[config.mk]
export PLATFORM = sky130hd
export DESIGN_NAME = pipelined_cla_adder
export DESIGN_NICKNAME = d
export VERILOG_FILES = /design/src/rtl/cla_pkg.sv /design/src/rtl/cla_group.sv /design/src/rtl/pipelined_cla_adder.sv
export SDC_FILE = /design/constraint.sdc
export NUM_CORES = 1
export LEC_CHECK = 0
export BUFFER_PORTS_ARGS = -buffer_cell sky130_fd_sc_hd__buf_2
export CORE_UTILIZATION = 48
export CTS_CLUSTER_SIZE = 30
export DETAILED_ROUTE_END_ITERATION = 10
export GPL_TIMING_DRIVEN = 0
export HOLD_SLACK_MARGIN = 0.05
export PLACE_DENSITY = 0.72
export SYNTH_ARGS = -nofsm -noshare
export SYNTH_HDL_FRONTEND = slang
export SYNTH_HIERARCHICAL = 1
export SYNTH_SLANG_ARGS = --single-unit
[constraint.sdc]
create_clock -name clk -period 5.86 [get_ports clk]
set_input_delay 1.172 -clock clk [delete_from_list [all_inputs] [get_ports clk]]
set_output_delay 1.172 -clock clk [all_outputs]
set_load 0.005 [all_outputs]
[src/rtl/cla_pkg.sv]
// rtl/cla_pkg.sv - shared constants and helpers for the pipelined carry-lookahead adder
package cla_pkg;

    localparam int CLA_WIDTH = 24;
    localparam int CLA_GROUP = 6;

    function automatic bit width_ok(input int width, input int group);
        return (group > 0) && (width > 0) && ((width % group) == 0);
    endfunction

    // Signed extremes of a width-bit word, zero-extended to 64 bits.
    function automatic logic [63:0] sat_min(input int width);
        return 64'd1 << (width - 1);
    endfunction

    function automatic logic [63:0] sat_max(input int width);
        return (64'd1 << (width - 1)) - 64'd1;
    endfunction

endpackage

[src/rtl/cla_group.sv]
// rtl/cla_group.sv - combinational GROUP-bit carry-lookahead slice
module cla_group #(
    parameter int GROUP = 6
) (
    input  logic [GROUP-1:0] x,
    input  logic [GROUP-1:0] y,
    input  logic             ci,
    output logic [GROUP-1:0] s,
    output logic             co,
    output logic             c_msb_in
);

    logic [GROUP-1:0] p;
    logic [GROUP-1:0] g;
    logic [GROUP:0]   c;

    assign p = x ^ y;
    assign g = x & y;

    always_comb begin
        c[0] = ci;
        for (int i = 0; i < GROUP; i++) begin
            c[i+1] = g[i] | (p[i] & c[i]);
        end
    end

    assign s        = p ^ c[GROUP-1:0];
    assign co       = c[GROUP];
    assign c_msb_in = c[GROUP-1];

endmodule

[src/rtl/pipelined_cla_adder.sv]
// rtl/pipelined_cla_adder.sv - pipelined CLA add/sub, one lookahead group per stage
// Optional clamp on signed overflow: PIPELINED_CLA_SATURATE_EN
module pipelined_cla_adder
    import cla_pkg::*;
#(
    parameter int WIDTH = CLA_WIDTH,
    parameter int GROUP = CLA_GROUP
) (
    input  logic             clk,
    input  logic             rst_n,
    input  logic             in_valid,
    output logic             in_ready,
    input  logic [WIDTH-1:0] a,
    input  logic [WIDTH-1:0] b,
    input  logic             cin,
    input  logic             sub,
    output logic             out_valid,
    input  logic             out_ready,
    output logic [WIDTH-1:0] sum,
    output logic             cout,
    output logic             ovf
);

    localparam int NGROUPS = WIDTH / GROUP;
    localparam int L       = NGROUPS - 1;

    if (!width_ok(WIDTH, GROUP)) begin : g_width_check
        $error("pipelined_cla_adder: WIDTH must be a multiple of GROUP");
    end

    logic             advance;
    logic             out_valid_q;
    logic [WIDTH-1:0] sum_q;
    logic             cout_q;
    logic             ovf_q;

    assign advance  = !out_valid_q || out_ready;
    assign in_ready = advance;

    // Stage j holds finished sum bits below j*GROUP in acc_q and the still
    // unprocessed A bits above; y_q keeps only the unprocessed B bits.
    for (genvar j = 0; j < NGROUPS; j++) begin : g_stage
        localparam int LO = j * GROUP;
        localparam int YW = WIDTH - LO;

        logic             vld_q, vld_d;
        logic             c_q, c_d;
        logic [WIDTH-1:0] acc_q, acc_d;
        logic [YW-1:0]    y_q, y_d;
        logic [GROUP-1:0] grp_s;
        logic             grp_co;

        if (j == 0) begin : g_in
            assign vld_d = in_valid;
            assign acc_d = a;
            assign y_d   = sub ? ~b : b;
            assign c_d   = sub | cin;
        end else begin : g_link
            always_comb begin
                acc_d = g_stage[j-1].acc_q;
                acc_d[LO-GROUP +: GROUP] = g_stage[j-1].grp_s;
            end
            assign y_d   = g_stage[j-1].y_q[YW+GROUP-1:GROUP];
            assign vld_d = g_stage[j-1].vld_q;
            assign c_d   = g_stage[j-1].grp_co;
        end

        always_ff @(posedge clk or negedge rst_n) begin
            if (!rst_n) begin
                vld_q <= 1'b0;
                c_q   <= 1'b0;
                acc_q <= '0;
                y_q   <= '0;
            end else if (advance) begin
                vld_q <= vld_d;
                c_q   <= c_d;
                acc_q <= acc_d;
                y_q   <= y_d;
            end
        end

        if (j == L) begin : g_last
            logic cm;
            cla_group #(.GROUP(GROUP)) u_grp (
                .x        (acc_q[LO +: GROUP]),
                .y        (y_q[GROUP-1:0]),
                .ci       (c_q),
                .s        (grp_s),
                .co       (grp_co),
                .c_msb_in (cm)
            );
        end else begin : g_mid
            logic cm_unused;
            cla_group #(.GROUP(GROUP)) u_grp (
                .x        (acc_q[LO +: GROUP]),
                .y        (y_q[GROUP-1:0]),
                .ci       (c_q),
                .s        (grp_s),
                .co       (grp_co),
                .c_msb_in (cm_unused)
            );
        end
    end

    logic [WIDTH-1:0] res_wrap;
    logic [WIDTH-1:0] res_d;
    logic             ovf_d;

    always_comb begin
        res_wrap = g_stage[L].acc_q;
        res_wrap[WIDTH-1 -: GROUP] = g_stage[L].grp_s;
    end

    assign ovf_d = g_stage[L].g_last.cm ^ g_stage[L].grp_co;

`ifdef PIPELINED_CLA_SATURATE_EN
    localparam logic [WIDTH-1:0] SAT_MAX = WIDTH'(sat_max(WIDTH));
    localparam logic [WIDTH-1:0] SAT_MIN = WIDTH'(sat_min(WIDTH));

    // On overflow both effective operands share the MSB; A's MSB picks the side.
    assign res_d = !ovf_d ? res_wrap
                 : (g_stage[L].acc_q[WIDTH-1] ? SAT_MIN : SAT_MAX);
`else
    assign res_d = res_wrap;
`endif

    always_ff @(posedge clk or negedge rst_n) begin
        if (!rst_n) begin
            out_valid_q <= 1'b0;
            sum_q       <= '0;
            cout_q      <= 1'b0;
            ovf_q       <= 1'b0;
        end else if (advance) begin
            out_valid_q <= g_stage[L].vld_q;
            if (g_stage[L].vld_q) begin
                sum_q  <= res_d;
                cout_q <= g_stage[L].grp_co;
                ovf_q  <= ovf_d;
            end
        end
    end

    assign out_valid = out_valid_q;
    assign sum       = sum_q;
    assign cout      = cout_q;
    assign ovf       = ovf_q;

endmodule
==> flow_summary.yaml <==
status:
  status: "completed"
worst_setup_path:
  end_kind: "output pin"
  cp_max_fo: 10
  crit_path_max_incr_delay_ns: 0.32
  critical_path_arrival_ns: 2.07
  crit_family: "buffers and inverters"
  worstSetupStartpointType: "input pin"
  crit_cells: 6
  cpMaxStageDelayCell: "clkbuf_1"
  crit_required_ns: 4.69
  crit_buf_inv: 5
  crit_path_frequent_cell: "buf_2"
  reg2regPathDepth: 12
  crit_chain: "buf_2 > nor2b_4 > buf_6 > inv_6 > clkbuf_1 > buf_2"
  crit_type: "input pin to output pin"
routing:
  drt-pass1-iter-count: 4
  viasPerCell: 4.67
  drcViolationCount: 0
  first_iter_violations: 316
  ant_nets: 0
  routed_wirelength_um: 15800
  num_vias: 5363
  wire_per_inst_um: 13.7
timing:
  fin_ws_ns: 2.62
  rsz0062_at_grt: "no"
  fin_worst_skew_ns: 0.00746
  worstMarginPinSlew_ns: 0.823
  timing.fmax_ghz: 0.309
  fin_crit_sh_pct: 55.3
  setup_violations: 0
  tns_ns: 0
  slew_headroom_pct: 45.1
  hold_violations: 0
  final.min_clock_period_ns: 3.24
  slew_viol_final: 0
yosys:
  synth_common_cells: "nand2_1 (443), dfrtp_1 (191), inv_1 (40), o21ai_0 (25)"
  synth_cells: 819
  synth_edf_count: 0
  synth.most_common_cell: "nand2_1"
  syn-num-nets: 897
  yosysTopAreaCell: "dfrtp_1"
  yosys_register_bits: 191
  yosysSeqAreaShare_pct: 59.5
  synth.distinct_cells: 17
  synth-main-ff-cell: "dfrtp_1"
  yosysWarningCount: 6
  synthArstFlopShare_pct: 100
  synth_area_per_cell_um2: 9.82
  yosys-top-cells-area: "dfrtp_1 (59%), nand2_1 (21%), fa_1 (6.0%), mux2_4 (3.7%), xnor2_1 (2.6%)"
  netlist_area_um2: 8040
  synth_top_area_share_pct: 59.5
floorplan:
  design.portCount: 82
  die-height_um: 131
  start_util_pct: 49.9
  rows: 46
  dieArea_um2: 17300
  coreArea_um2: 16100
  die_w_um: 131
global_route:
  grt_max_degree: 114
  groute.usage.overall_pct: 20.3
  overflow: 0
  grt_pass1_vias: 5527
  grt_pass1_wl_um: 27500
  antenna_found_initial: 0
clock_network:
  cts_tree: "done"
  ctsHtreeMaxLevel: 4
  clock-sinks: 191
  cts_resized: 0
  insertion_delay_ns: 0.43
  path_clk_slew_ns: 0.06
  hold_buffers: 0
  numCtsBuffers: 17
  cts.path.max_buffers: 2
  post-cts-setup-buffers: 0
  cts-root-buf: "clkbuf_16"
power_and_ir_drop:
  powerDensity_nw_per_um2: 562
  p_total_mw: 5.32
  p_leak_nw: 5.07
  ir_drop_mv: 0.250
finish:
  n_antenna_cell: 0
  area_delta_synth_final_pct: 17.7
  final_util_pct: 58.7
  nFillCells: 1396
  instances_no_fill: 1148
  drive_gt1_share_pct: 18.1
  nets: 997
place:
  dp_cells: 1116
  routabilityCongestion: 0.771
  dp.final_hpwl_um: 11000
  place_ws_ns: 2.62
  port_buffers: 80
hold_path:
  whs_path_depth: 2
  hold_class: "flip-flop to flip-flop"
job:
  drv_cap: 0
final timing paths:
| check | startpoint | to | slack [ns] |
|---|---|---|---|
| hold reg to reg | g_stage[2].acc_q[1] | g_stage[2].acc_q[1] | 0.47 |
| min in group asynchronous | rst_n | g_stage[1].y_q[14] | 0.83 |
| setup / recovery | out_ready | in_ready | 2.62 |
| max in group asynchronous | rst_n | g_stage[3].acc_q[6] | 4.19 |
| hold / removal | g_stage[2].acc_q[1] | g_stage[2].acc_q[1] | 0.47 |
| setup reg to reg | g_stage[3].y_q[0] | ovf | 2.81 |
routing by layer:
metal / track usage [%] / routed length, um
met1: 26.8 / 7330
met2: 33.4 / 7730
met3: 3.90 / 460
met4: 7.36 / 252
met5: 0 / 0
cells by family (layout without fill, tap and decap cells):
group	count (synthesis)	in the layout	synth area share (%)
AOI/OAI and AO/OA	25	25	1.56
xor gates and xnor gates	25	25	2.72
adders and majority gates	24	24	5.98
buffers and inverters	82	195	4.64
DFF	191	191	59.5
muxes	26	26	4.58
and+or+nand+nor	446	446	21.1
where the power goes:
group	switching (mW)	leakage, nW	internal [mW]
Clock	0.476	0.347	0.908
Sequential	0.356	2.32	1.91
Combinational	0.928	2.40	0.746
Total	1.76	5.07	3.56
cell type report:
cell class | count | area (um2) | area share, %
plain buffers | 41 | 214 | 2.26
clock buffers | 21 | 460 | 4.86
clock inverters | 11 | 258 | 2.72
inverters | 41 | 159 | 1.68
multi-input cells | 546 | 2890 | 30.5
flip-flops and latches | 191 | 4780 | 50.5
well taps | 216 | 270 | 2.86
repair buffers | 81 | 438 | 4.63
metrics by stage:
stage                     hold slack, ns  instance area, um2
after global routing               0.487                9470
after CTS                          0.470                9470
after global placement             0.449                8710
after detailed placement           0.456                8750
final                              0.467                9470
after floorplan                    0.435                8040
sequential cells by signal, summed over array words and instances (netlist names):
| register | cells |
|---|---|
| g_stage.acc_q | 96 |
| ovf | 1 |
| sum | 24 |
| g_stage.c_q | 4 |
| out_valid | 1 |
| cout | 1 |
| g_stage.y_q | 60 |
| g_stage.vld_q | 4 |
worst register-to-register path: cells and delay by family, from the launching register on:
kind / cells / cell delay, ns
xor+xnor: 1 / 0.17
fa+ha+maj: 6 / 1.85
buf+inv: 4 / 0.29
flops: 1 / 0.38
mux: 1 / 0.26
placed cells by master, fill, tap and decap left out, drive strengths merged, types with 2 or more instances in the layout:
cell    Yosys  final
bufinv      0      8
o21ai      25     25
fa         24     24
mux2       26     26
dfrtp     191    191
clkinv      0      2
xnor2      24     24
buf        29    110
clkbuf     12     33
inv        41     41
nand2     444    444
Note: power is estimated with default switching activity, not from simulation.
